$ cat src/rtl/envelope_trigger_detector.sv
// Envelope trigger detector: synchronizes and deglitches the envelope comparator,
// qualifies preamble pulses by width, then runs a fixed trigger window and a holdoff.
module envelope_trigger_detector #(
    parameter logic [15:0] FILTER_LEN  = 16'd4,
    parameter logic [15:0] MIN_LEN     = 16'd400,
    parameter logic [15:0] MAX_LEN     = 16'd600,
    parameter logic [15:0] TRIG_LEN    = 16'd60001,
    parameter logic [15:0] HOLDOFF_LEN = 16'd1000
) (
    input  logic        clock,
    input  logic        reset,
    input  logic        envelope_in,
    output logic        trigger_signal,
    output logic [15:0] pulse_length,
    output logic        pulse_valid,
    output logic        pulse_error
);

    typedef enum logic [2:0] {
        S_WAIT_LOW = 3'd0,
        S_IDLE     = 3'd1,
        S_MEASURE  = 3'd2,
        S_TRIGGER  = 3'd3,
        S_HOLDOFF  = 3'd4
    } state_t;

    state_t      state_q, state_d;
    logic        sync1_q, sync2_q;
    logic        env_s;
    logic        filt_q, filt_d;
    logic [15:0] fcnt_q, fcnt_d;
    logic [15:0] width_q, width_d;
    logic [15:0] tcnt_q, tcnt_d;
    logic [15:0] hcnt_q, hcnt_d;
    logic [15:0] lowcnt_q, lowcnt_d;
    logic [15:0] len_q, len_d;
    logic        valid_q, valid_d;
    logic        error_q, error_d;
    logic        trig_q, trig_d;

    assign env_s = sync2_q;

    // Glitch filter: the level flips only after FILTER_LEN consecutive disagreeing samples
    always_comb begin
        filt_d = filt_q;
        fcnt_d = 16'd0;
        if (env_s != filt_q) begin
            if ((fcnt_q + 16'd1) >= FILTER_LEN) begin
                filt_d = ~filt_q;
                fcnt_d = 16'd0;
            end else begin
                fcnt_d = fcnt_q + 16'd1;
            end
        end else begin
            fcnt_d = 16'd0;
        end
    end

    // Pulse qualification, trigger window and holdoff sequencing
    always_comb begin
        state_d  = state_q;
        width_d  = width_q;
        tcnt_d   = tcnt_q;
        hcnt_d   = hcnt_q;
        lowcnt_d = 16'd0;
        len_d    = len_q;
        valid_d  = 1'b0;
        error_d  = 1'b0;
        trig_d   = 1'b0;
        case (state_q)
            // Require a confirmed low (filter plus synchronizer depth) so a line
            // already high at reset release is never mistaken for a fresh rise.
            S_WAIT_LOW: begin
                if (!filt_q && !env_s) begin
                    if (lowcnt_q >= (FILTER_LEN + 16'd2)) begin
                        state_d = S_IDLE;
                    end else begin
                        lowcnt_d = lowcnt_q + 16'd1;
                    end
                end else begin
                    lowcnt_d = 16'd0;
                end
            end
            S_IDLE: begin
                if (filt_q) begin
                    width_d = 16'd1;
                    state_d = S_MEASURE;
                end else begin
                    state_d = S_IDLE;
                end
            end
            S_MEASURE: begin
                if (width_q > MAX_LEN) begin
                    error_d = 1'b1;
                    state_d = S_WAIT_LOW;
                end else if (filt_q) begin
                    width_d = width_q + 16'd1;
                end else if (width_q >= MIN_LEN) begin
                    valid_d = 1'b1;
                    trig_d  = 1'b1;
                    len_d   = width_q;
                    tcnt_d  = 16'd1;
                    state_d = S_TRIGGER;
                end else begin
                    error_d = 1'b1;
                    state_d = S_IDLE;
                end
            end
            S_TRIGGER: begin
                if (tcnt_q >= TRIG_LEN) begin
                    trig_d = 1'b0;
                    if (HOLDOFF_LEN == 16'd0) begin
                        state_d = S_WAIT_LOW;
                    end else begin
                        hcnt_d  = 16'd1;
                        state_d = S_HOLDOFF;
                    end
                end else begin
                    trig_d = 1'b1;
                    tcnt_d = tcnt_q + 16'd1;
                end
            end
            S_HOLDOFF: begin
                if (hcnt_q >= HOLDOFF_LEN) begin
                    state_d = S_WAIT_LOW;
                end else begin
                    hcnt_d = hcnt_q + 16'd1;
                end
            end
            default: begin
                state_d = S_WAIT_LOW;
            end
        endcase
    end

    // State, filter and registered outputs
    always_ff @(posedge clock or negedge reset) begin
        if (!reset) begin
            sync1_q  <= 1'b0;
            sync2_q  <= 1'b0;
            filt_q   <= 1'b0;
            fcnt_q   <= 16'd0;
            state_q  <= S_WAIT_LOW;
            width_q  <= 16'd0;
            tcnt_q   <= 16'd0;
            hcnt_q   <= 16'd0;
            lowcnt_q <= 16'd0;
            len_q    <= 16'd0;
            valid_q  <= 1'b0;
            error_q  <= 1'b0;
            trig_q   <= 1'b0;
        end else begin
            sync1_q  <= envelope_in;
            sync2_q  <= sync1_q;
            filt_q   <= filt_d;
            fcnt_q   <= fcnt_d;
            state_q  <= state_d;
            width_q  <= width_d;
            tcnt_q   <= tcnt_d;
            hcnt_q   <= hcnt_d;
            lowcnt_q <= lowcnt_d;
            len_q    <= len_d;
            valid_q  <= valid_d;
            error_q  <= error_d;
            trig_q   <= trig_d;
        end
    end

    assign trigger_signal = trig_q;
    assign pulse_length   = len_q;
    assign pulse_valid    = valid_q;
    assign pulse_error    = error_q;

endmodule

$ cat config.mk
export PLATFORM = sky130hd
export DESIGN_NAME = envelope_trigger_detector
export DESIGN_NICKNAME = d
export VERILOG_FILES = /design/src/rtl/envelope_trigger_detector.sv
export SDC_FILE = /design/constraint.sdc
export NUM_CORES = 1
export LEC_CHECK = 0
export BUFFER_PORTS_ARGS = -buffer_cell sky130_fd_sc_hd__buf_2
export CORE_MARGIN = 5
export CORE_UTILIZATION = 55
export DETAILED_ROUTE_END_ITERATION = 12
export HOLD_SLACK_MARGIN = 0.12
export PLACE_DENSITY = 0.75
export SYNTH_ARGS = -nofsm -noshare
export SYNTH_HDL_FRONTEND = slang
export SYNTH_SLANG_ARGS = --single-unit
export TNS_END_PERCENT = 20
$ cat constraint.sdc
create_clock -name clock -period 2.3 [get_ports clock]
set_clock_uncertainty 0.15 [all_clocks]
set_input_delay 0.115 -clock clock [delete_from_list [all_inputs] [get_ports clock]]
set_output_delay 0.115 -clock clock [all_outputs]
set_load 0.005 [all_outputs]
==> results.tsv, run 1 <==
stage	metric	value	unit
clock_network	clk_latency	370	ps
place	globalplace.congestion	0.887	
yosys	synth.largest_area_cell	dfrtp_1	
drt	drtIter0Drc	126	
drt	firstDrtPassIters	5	
grt	grt.total_usage	18.8	%
floorplanning	dieArea	0.0107	mm²
clock_network	cts_root_buffer	clkbuf_8	
place	place_area	0.00540	mm²
setup_path	reg2regPathDepth	8	
final_layout	fillers	672	
grt	grt_pass1_vias	3520	
flow_run	drv_cap	0	
yosys	yosys_most_used_dff	dfrtp_1	
yosys	synth_cells	450	
sta	slew_viol_final	0	
grt	grt_max_degree	47	
yosys	synth.distinct_cells	54	
yosys	ys_async_sr_fraction	100	%
pwr	ir_drop	491	µV
yosys	seq_area_frac_synth	54.5	%
pwr	power_leakage	2.81	nW
floorplanning	core_area	0.00864	mm²
clock_network	cts_buffer_depth	2	
final_layout	syn_to_final_growth	21.0	%
yosys	synth_top_area_share	54.5	%
sta	worst_pin_slew	991	ps
final_layout	num_antenna_cells	0	
clock_network	htree_num_levels	3	
pwr	p_total	4.37	mW
drt	drc	0	
final_layout	final-instance-count-excl-fill	654	
place	hpwl	6650	µm
yosys	ys_ff_latch	105	
floorplanning	die_x	104	µm
final_layout	nets	555	
final_layout	stdcell_area	0.00583	mm²
yosys	synth_most_common_cell	dfrtp_1	
sta	max_slew_margin	33.7	%
grt	antenna_found_initial	0	
drt	final_antenna_net_count	0	
yosys	synth_common_cells	dfrtp_1, nand2_1, nor2_1	
place	placed_cells	628	
floorplanning	num_rows	34	
floorplanning	fp.dieH	104	µm
setup_path	worst_setup_path_end_kind	flop	
final_layout	drive_above_1_share	21.6	%
clock_network	numCtsBuffers	9	
setup_path	r2r_setup_slack	-30	ps
pwr	power.density	749	mW/mm²
setup_path	critPathLaunchType	flop	
sta	min_period	2330	ps
yosys	yosys-top-cells-area	dfrtp_1, mux2i_1, nand2_1, ha_1, nand4_1	
place	io_buffers	21	
yosys	syn_area	0.00482	mm²
run_status	violations	negative setup slack	
setup_path	critical_path.max_fanout	6	
yosys	syn_avg_cell_area	10.7	µm²
setup_path	crit_type	flop to flop	
drt	vias	3680	
clock_network	clkTransAtPathRegs	120	ps
setup_path	crit_slowest_cell	dfrtp_1	
sta	hold_viol_final	0	
setup_path	cp_num_cells	8	
yosys	yosys_warnings	0	
setup_path	cp_top_family	compound AO/OA/AOI/OAI gates	
grt	grt_pass1_wl	16800	µm
setup_path	slowest_delay	400	ps
setup_path	cp.required	2450	ps
sta	max_freq	429	MHz
sta	setup_viol	3	
sta	period_share	101	%
clock_network	cts.sinks	105	
grt	globalRouteOverflowTotal	0	
sta	worst_slack	-32.4	ps
setup_path	worst-path-buf-inv	1	
floorplanning	initial_core_util	55.9	%
sta	rsz0062_at_grt	yes	
yosys	synth_edf_count	0	
run_status	status	finished, violations left	
drt	wl_per_cell	15.0	µm
place	place_ws	-104	ps
clock_network	cts_tree	built	
setup_path	crit_arrival	2490	ps
setup_path	worstPathCellList	inv_1 > ha_1 > nor2b_1 > o21bai_1 > a211o_1 > a21o_2 > a2111oi_4 > mux2i_1	
drt	drt-total-wl	9840	µm
floorplanning	io_pins	22	
drt	viasPerCell	5.63	
hold_path	hp-class	primary input to async pin	
through the flow:
stage / setup TNS, ps / util (%) / hold slack, ps
after floorplan: 0 / - / -331
after CTS: -92.8 / 66.1 / 157
after global placement: -321 / 62.5 / -36.0
final: -62.5 / 67.6 / 156
after detailed placement: -1580 / 62.5 / -28.4
after global routing: -1900 / 67.6 / 173
flip-flops by register name, indices dropped and copies added, names as in the netlist:
| register | flops |
|---|---|
| fcnt_q | 16 |
| hcnt_q | 16 |
| lowcnt_q | 16 |
| pulse_length | 16 |
| tcnt_q | 16 |
| width_q | 16 |
| state_q | 3 |
| env_s | 1 |
| filt_q | 1 |
| pulse_error | 1 |
| pulse_valid | 1 |
| sync1_q | 1 |
| trigger_signal | 1 |
worst reg2reg max path, stage by stage (launching register included):
cell and delay, ps:
dfrtp_1 400, inv_1 80, ha_1 130, nor2b_1 140, o21bai_1 110, a211o_1 330
a21o_2 310, a2111oi_4 390, mux2i_1 230
cells by family after synthesis:
kind of cell | count (synthesis) | synth area share, %
other | 1 | 0.0777
AOI/OAI and AO/OA | 70 | 9.94
muxes | 28 | 5.99
buffers and inverters | 32 | 3.03
DFF | 105 | 54.5
adders and majority gates | 11 | 2.85
xor gates and xnor gates | 12 | 2.18
and+or+nand+nor | 191 | 21.5
routing by layer:
metal  part of all wire (%)  track usage (%)  up-vias
met4                    1.9             5.25        0
met1                     44             25.1     1790
met3                    5.2             4.35       26
met5                      0                0        -
met2                     49             30.8      113
li1                       -                -     1751
repair_timing:
action                                  in CTS  in global routing
endpoints found under the hold margin      106                  0
cloned                                       1                  0
hold buffers                                 4                  0
gates resized for setup                     16                 21
pin swaps                                    5                  8
buffers inserted                             0                  5
endpoints found under the setup margin      38                 46
power by group:
| part | internal [mW] | switching, mW |
|---|---|---|
| clock network | 0.438 | 0.710 |
| logic | 0.466 | 0.643 |
| registers | 1.99 | 0.128 |
| total | 2.89 | 1.48 |
final cells by class:
type	instances	area [µm²]	share of cell area (%)
Sequential cell	105	2630	45.0
Multi-Input combinational cell	339	2280	39.1
Timing Repair Buffer	67	512	8.77
Tap cell	108	135	2.32
Clock buffer	9	124	2.12
Clock inverter	7	85.1	1.46
Inverter	19	71.3	1.22
path summary, 6_finish.rpt:
| path | to | from |
|---|---|---|
| worst max-delay path | width_q[8]$_DFFE_PN0P_ | width_q[1]$_DFFE_PN0P_ |
| worst min-delay path | pulse_length[13]$_DFFE_PN0P_ | reset |
| worst max register to register | width_q[8]$_DFFE_PN0P_ | width_q[1]$_DFFE_PN0P_ |
| worst min register to register | env_s$_DFF_PN0_ | sync1_q$_DFF_PN0_ |
| max in group asynchronous | state_q[1]$_DFFE_PN0P_ | reset |
| min in group clock | env_s$_DFF_PN0_ | sync1_q$_DFF_PN0_ |
placed cells by master (no fill, tap or decap), types with 8 or more instances in the layout:
master    synthesis  layout
ha_1             11      10
nand2_1          48      47
and2_1           13      14
nor3_1            9       8
buf_4             0      37
nor4_1           10      10
a21oi_1          22      16
nand4_1          18      18
nand2b_1         12      12
inv_1            19      17
dfrtp_1         105     105
nand3_1          10       9
and3_1           10      10
clkbuf_8          0       9
mux2i_1          21      21
buf_2             3      20
nor2_1           26      26
o21ai_0           8       8
conb_1            1      27
(Power assumes the default switching activity.)
==> run 2, diff against run 1 <==
Settings changed: ABC_CLOCK_PERIOD_IN_PS set to 2300, CTS_BUF_LIST set to sky130_fd_sc_hd__clkbuf_16, SETUP_SLACK_MARGIN set to 0.3.
==> run 2 against run 1 <==
  * The run still ends with negative setup slack left
  * Power rose by 13%
  * First-iteration DRC count grew 65%
  * Sequential share of layout area is 2.5 points lower
  * Routed wire length rose by 3.7%
  * Final area up 5.9%
  * Highest routed layer unchanged
  * Die area unchanged
  * Fmax is 0.17% lower
  * Sequential power rose by 2%
  * Global-route usage shrank 0.25 points
  * Largest cell class unchanged
  * Via count decreased by 0.52%
==> results.tsv, run 2 (same netlist as run 1, synthesis figures left out) <==
stage	metric	value	unit	change
floorplanning	die_x	104	µm	unchanged
grt	grt_pass1_wl	16800	µm	about the same
floorplanning	initial_core_util	55.9	%	unchanged
place	globalplace.congestion	0.939		was 0.887
setup_path	cp.required	2370	ps	was 2450 ps
sta	period_share	102	%	was 101%
sta	max_freq	428	MHz	was 429 MHz
setup_path	reg2regPathDepth	9		was 8
setup_path	worst_setup_path_end_kind	flop		unchanged
clock_network	cts_buffer_depth	2		unchanged
pwr	p_total	4.92	mW	was 4.37 mW
sta	max_slew_margin	43.1	%	was 33.7%
grt	antenna_found_initial	0		unchanged
floorplanning	io_pins	22		unchanged
final_layout	final-instance-count-excl-fill	656		was 654
setup_path	rr_endpoint	tcnt_q[4]$_DFFE_PN0P_		was width_q[8]$_DFFE_PN0P_
drt	final_antenna_net_count	0		unchanged
drt	firstDrtPassIters	4		was 5
drt	drtIter0Drc	208		was 126
grt	globalRouteOverflowTotal	0		unchanged
final_layout	postLayoutCoreUtil	71.6	%	was 67.6%
final_layout	fillers	609		was 672
final_layout	drive_above_1_share	27.2	%	was 21.6%
place	io_buffers	21		unchanged
clock_network	cts_root_buffer	clkbuf_16		was clkbuf_8
floorplanning	num_rows	34		unchanged
drt	drc	0		unchanged
clock_network	numCtsBuffers	9		unchanged
clock_network	cts_tree	built		unchanged
final_layout	final_cell_mix	dfrtp_1, nand2_1, buf_4, conb_1, mux2i_1		was dfrtp_1, nand2_1, buf_4, conb_1, nor2_1
setup_path	reg2reg_from	width_q[1]$_DFFE_PN0P_		unchanged
drt	drt-total-wl	10200	µm	was 9840 µm
setup_path	r2r_setup_slack	-40	ps	was -30 ps
drt	vias	3661		was 3680
run_status	violations	negative setup slack		unchanged
sta	worst_pin_slew	850	ps	was 991 ps
run_status	status	finished, violations left		unchanged
final_layout	nets	557		was 555
grt	grt_max_degree	54		was 47
clock_network	clk_latency	340	ps	was 370 ps
clock_network	cts.sinks	105		unchanged
drt	viasPerCell	5.58		was 5.63
final_layout	multi_input_area	0.00248	mm²	was 0.00228 mm²
final_layout	syn_to_final_growth	28.1	%	was 21.0%
grt	grt.total_usage	18.6	%	was 18.8%
flow_run	drv_cap	0		unchanged
floorplanning	core_area	0.00864	mm²	unchanged
sta	min_period	2340	ps	was 2330 ps
clock_network	htree_num_levels	3		unchanged
sta	rsz0062_at_grt	yes		unchanged
place	place_area	0.00537	mm²	was 0.00540 mm²
place	place_ws	-210	ps	was -104 ps
floorplanning	dieArea	0.0107	mm²	unchanged
pwr	ir_drop	376	µV	was 491 µV
sta	hold_viol_final	0		unchanged
final_layout	seq_area	0.00263	mm²	about the same
floorplanning	fp.dieH	104	µm	unchanged
sta	worst_slack	-36.4	ps	was -32.4 ps
hold_path	hp-class	primary input to async pin		unchanged
sta	slew_viol_final	0		unchanged
place	placed_cells	622		was 628
sta	setup_viol	6		was 3
setup_path	crit_type	flop to flop		unchanged
pwr	power_leakage	2.88	nW	was 2.81 nW
setup_path	critPathLaunchType	flop		unchanged
pwr	power.density	796	mW/mm²	was 749 mW/mm²
final_layout	num_antenna_cells	0		unchanged
place	hpwl	6460	µm	was 6650 µm
clock_network	clkTransAtPathRegs	70	ps	was 120 ps
final_layout	layout_commonest_cell	dfrtp_1		unchanged
drt	wl_per_cell	15.5	µm	was 15.0 µm
setup_path	crit_arrival	2410	ps	was 2490 ps
final_layout	stdcell_area	0.00618	mm²	was 0.00583 mm²
grt	grt_pass1_vias	3506		was 3520
setup_path	critical_path.max_fanout	22		was 6
run 2: cell count changes in the layout (fill, tap and decap cells not counted), sizes merged:
cell	previous run	this run
buf	63	67
clkinvlp	0	1
dlygate4sd3	4	2
clkinv	4	3
run 2: metrics by stage:
step,hold WS (ps),setup TNS [ps]
after CTS,203,-1.48
final,199,-139
after global placement,47.1,-1600
after global routing,210,-1970
after detailed placement,56.9,-3000
after floorplan,-331,0
run 2: critical path: stages, from the launching register on:
cell	delay, ps
dfrtp_1	400
inv_2	90
ha_4	130
nor2b_4	150
o21bai_4	70
a211o_1	330
a2111o_1	490
buf_12	200
or2b_1	150
mux2i_1	60
run 2: layout make-up:
| type | count | area share (%) |
|---|---|---|
| flip-flops and latches | 105 | 42.5 |
| multi-input cells | 339 | 40.2 |
| repair buffers | 69 | 9.41 |
| clock buffers | 9 | 3.64 |
| well taps | 108 | 2.19 |
| inverters | 19 | 1.15 |
| clock inverters | 7 | 0.850 |
run 2: worst max path at each step:
| stage | startpoint | to | slack [ps] | cells past startpoint |
|---|---|---|---|---|
| detailed placement | tcnt_q[0]$_DFFE_PN0P_ | tcnt_q[2]$_DFFE_PN0P_ | -210 | 9 |
| finish | width_q[1]$_DFFE_PN0P_ | tcnt_q[4]$_DFFE_PN0P_ | -40 | 9 |
| global route | width_q[1]$_DFFE_PN0P_ | tcnt_q[4]$_DFFE_PN0P_ | -140 | 9 |
| floorplan | width_q[0]$_DFFE_PN0P_ | tcnt_q[13]$_DFFE_PN0P_ | 100 | 10 |
| CTS | width_q[1]$_DFFE_PN0P_ | tcnt_q[13]$_DFFE_PN0P_ | -1 | 9 |
| global placement | tcnt_q[0]$_DFFE_PN0P_ | hcnt_q[14]$_DFFE_PN0P_ | -130 | 8 |
run 2: where the power goes:
part	leakage [nW]	internal (mW)	switching [mW]
sequential	1.38	1.99	0.161
clock	0.137	0.744	0.693
combinational	1.37	0.602	0.732
run 2: what timing repair did:
| action | 4_1_cts | 5_1_grt |
|---|---|---|
| setup endpoints to repair | 70 | 76 |
| hold endpoints to repair | 51 | 0 |
| cloned | 1 | 0 |
| resized for setup | 45 | 39 |
| hold buffers | 2 | 0 |
| pin swaps | 21 | 22 |
| setup buffers | 8 | 7 |
run 2: per-layer routing:
layer / up-vias / GRT usage, % / wire (µm)
met5: - / 0 / 0
met4: 0 / 5.81 / 158
met3: 22 / 4.48 / 371
met2: 88 / 30.4 / 5210
met1: 1796 / 24.3 / 4460
li1: 1755 / - / -
==> run 3, diff against run 2 <==
==> constraint.sdc (replaced) <==
create_clock -name clock -period 2.3 [get_ports clock]
set_clock_uncertainty 0.15 [all_clocks]
set_input_delay 0.23 -clock clock [delete_from_list [all_inputs] [get_ports clock]]
set_output_delay 0.23 -clock clock [all_outputs]
set_load 0.005 [all_outputs]
==> run 3 against run 2 <==
  * The run still ends with negative setup slack left
  * Cell count fell by 0.76%
  * Fmax decreased by 2.7%
  * Die area is the same
  * Worst hold slack got worse by 2.8 ps
  * Sequential power is essentially flat
  * Via count decreased by 0.46%
  * Critical path type unchanged
==> results.tsv, run 3 (same netlist as run 1, synthesis figures left out) <==
stage	metric	value	unit	change
sta	finalSetupTns	-1590	ps	was -139 ps
floorplanning	fp.dieH	104	µm	unchanged
grt	grt_pass1_wl	17400	µm	was 16800 µm
clock_network	cts.sinks	105		unchanged
setup_path	critical_path.max_fanout	22		unchanged
sta	period_share	104	%	was 102%
drt	vias	3644		was 3661
sta	worst_pin_slew	823	ps	was 850 ps
final_layout	fillers	601		was 609
pwr	internal_power	3.40	mW	was 3.33 mW
clock_network	cts_root_buffer	clkbuf_16		unchanged
clock_network	numCtsBuffers	9		unchanged
sta	setup_viol	31		was 6
final_layout	drive_above_1_share	26.2	%	was 27.2%
flow_run	drv_cap	0		unchanged
grt	grt_max_degree	37		was 54
pwr	ir_drop	375	µV	was 376 µV
sta	max_freq	417	MHz	was 428 MHz
grt	globalRouteOverflowTotal	0		unchanged
pwr	p_switching	1.53	mW	was 1.59 mW
pwr	seqPwrFrac	43.2	%	was 43.7%
floorplanning	num_rows	34		unchanged
sta	hold_viol_final	0		unchanged
drt	viasPerCell	5.60		was 5.58
clock_network	clkTransAtPathRegs	70	ps	about the same
run_status	status	finished, violations left		unchanged
sta	rsz0062_at_grt	yes		unchanged
final_layout	final_cell_mix	dfrtp_1, nand2_1, buf_4, conb_1, nor2_1		was dfrtp_1, nand2_1, buf_4, conb_1, mux2i_1
place	io_buffers	21		unchanged
setup_path	crit_type	flop to flop		unchanged
drt	drtIter0Drc	140		was 208
clock_network	cts_tree	built		unchanged
floorplanning	io_pins	22		unchanged
drt	firstDrtPassIters	4		unchanged
sta	max_slew_margin	44.9	%	was 43.1%
grt	grt.total_usage	19.5	%	was 18.6%
floorplanning	dieArea	0.0107	mm²	unchanged
floorplanning	initial_core_util	55.9	%	unchanged
pwr	swShare	31.0	%	was 32.2%
pwr	p_clk_share	29.7	%	was 29.2%
setup_path	cp.required	2370	ps	about the same
final_layout	postLayoutCoreUtil	71.1	%	was 71.6%
clock_network	htree_num_levels	3		unchanged
floorplanning	die_x	104	µm	unchanged
drt	wl_per_cell	16.3	µm	was 15.5 µm
final_layout	nets	553		was 557
drt	drc	0		unchanged
setup_path	crit_arrival	2470	ps	was 2410 ps
floorplanning	core_area	0.00864	mm²	unchanged
clock_network	clk_latency	340	ps	about the same
final_layout	multi_input_area	0.00248	mm²	about the same
grt	grt_pass1_vias	3634		was 3506
grt	antenna_found_initial	0		unchanged
pwr	p_comb_share	27.1	%	about the same
sta	min_period	2400	ps	was 2340 ps
run_status	violations	negative setup slack		unchanged
drt	final_antenna_net_count	0		unchanged
pwr	power.density	802	mW/mm²	was 796 mW/mm²
final_layout	syn_to_final_growth	27.3	%	was 28.1%
drt	drt-total-wl	10600	µm	was 10200 µm
hold_path	hp-class	primary input to async pin		unchanged
sta	slew_viol_final	0		unchanged
sta	worst_slack	-100	ps	was -36.4 ps
clock_network	cts_buffer_depth	2		unchanged
final_layout	num_antenna_cells	0		unchanged
final_layout	layout_commonest_cell	dfrtp_1		unchanged
place	globalplace.congestion	0.940		was 0.939
pwr	power_leakage	2.87	nW	was 2.88 nW
final_layout	seq_area	0.00263	mm²	about the same
setup_path	worst_setup_path_end_kind	flop		unchanged
place	hpwl	6460	µm	about the same
setup_path	critPathLaunchType	flop		unchanged
run 3: stage by stage:
stage | worst slack [ps] | cells | power [mW] | cell area (µm²) | hold slack (ps)
2_1_floorplan | 101 | 476 | 2.71 | 4930 | -216
3_3_place_gp | -120 | 622 | 3.06 | 5370 | 17.7
3_5_place_dp | -229 | 622 | 3.10 | 5370 | 21.3
4_1_cts | -3.96 | 646 | 4.79 | 5910 | 203
5_1_grt | -246 | 651 | 5.16 | 6140 | 220
6_report | -100 | 651 | 4.92 | 6140 | 196
run 3: critical path, stage by stage, from the launching register on:
cell	delay, ps
dfrtp_1	390
inv_2	60
ha_1	140
nor2b_4	180
o21bai_4	80
a211o_1	350
a2111o_1	500
buf_12	200
or2b_1	150
mux2i_1	70
run 3: power groups by stage:
stage,Sequential (mW),Combinational [mW],Clock (mW)
finish,2.13,1.33,1.46
global route,2.15,1.46,1.56
global placement,2.13,0.934,0
CTS,2.12,1.20,1.48
floorplan,2.13,0.580,0
detailed placement,2.13,0.970,0
run 3: area by class of cell:
| type | instances | share of cell area (%) |
|---|---|---|
| Timing Repair Buffer | 65 | 8.88 |
| Tap cell | 108 | 2.20 |
| Inverter | 19 | 1.16 |
| Clock inverter | 6 | 0.856 |
| Sequential cell | 105 | 42.8 |
| Clock buffer | 9 | 3.67 |
| Multi-Input combinational cell | 339 | 40.4 |
run 3: repair_timing:
action                                 in CTS  in global routing
pin swaps                                  19                 23
hold buffers                                2                  0
resized for setup                          44                 37
gates cloned                                1                  1
setup endpoints to repair                  70                 76
endpoints found under the hold margin     106                  0
setup buffers                               6                  4
run 3: routing by layer:
metal  part of all wire (%)  track usage, %  up-vias
met1                     44            25.5     1797
met3                    3.4            3.05       24
met4                    2.8            8.34        0
li1                       -               -     1744
met5                      0               0        -
met2                     50            32.0       79
run 3: final timing paths:
path | depth (start not counted) | slack, ps | endpoint | startpoint
worst min register to register | 0 | 200 | env_s$_DFF_PN0_ | sync1_q$_DFF_PN0_
worst min-delay path | 2 | 200 | hcnt_q[5]$_DFFE_PN0P_ | reset
worst max-delay path | 9 | -100 | tcnt_q[8]$_DFFE_PN0P_ | width_q[0]$_DFFE_PN0P_
max in group asynchronous | 3 | 1140 | fcnt_q[13]$_DFF_PN0_ | reset
worst max register to register | 9 | -100 | tcnt_q[8]$_DFFE_PN0P_ | width_q[0]$_DFFE_PN0P_
min in group clock | 0 | 200 | env_s$_DFF_PN0_ | sync1_q$_DFF_PN0_
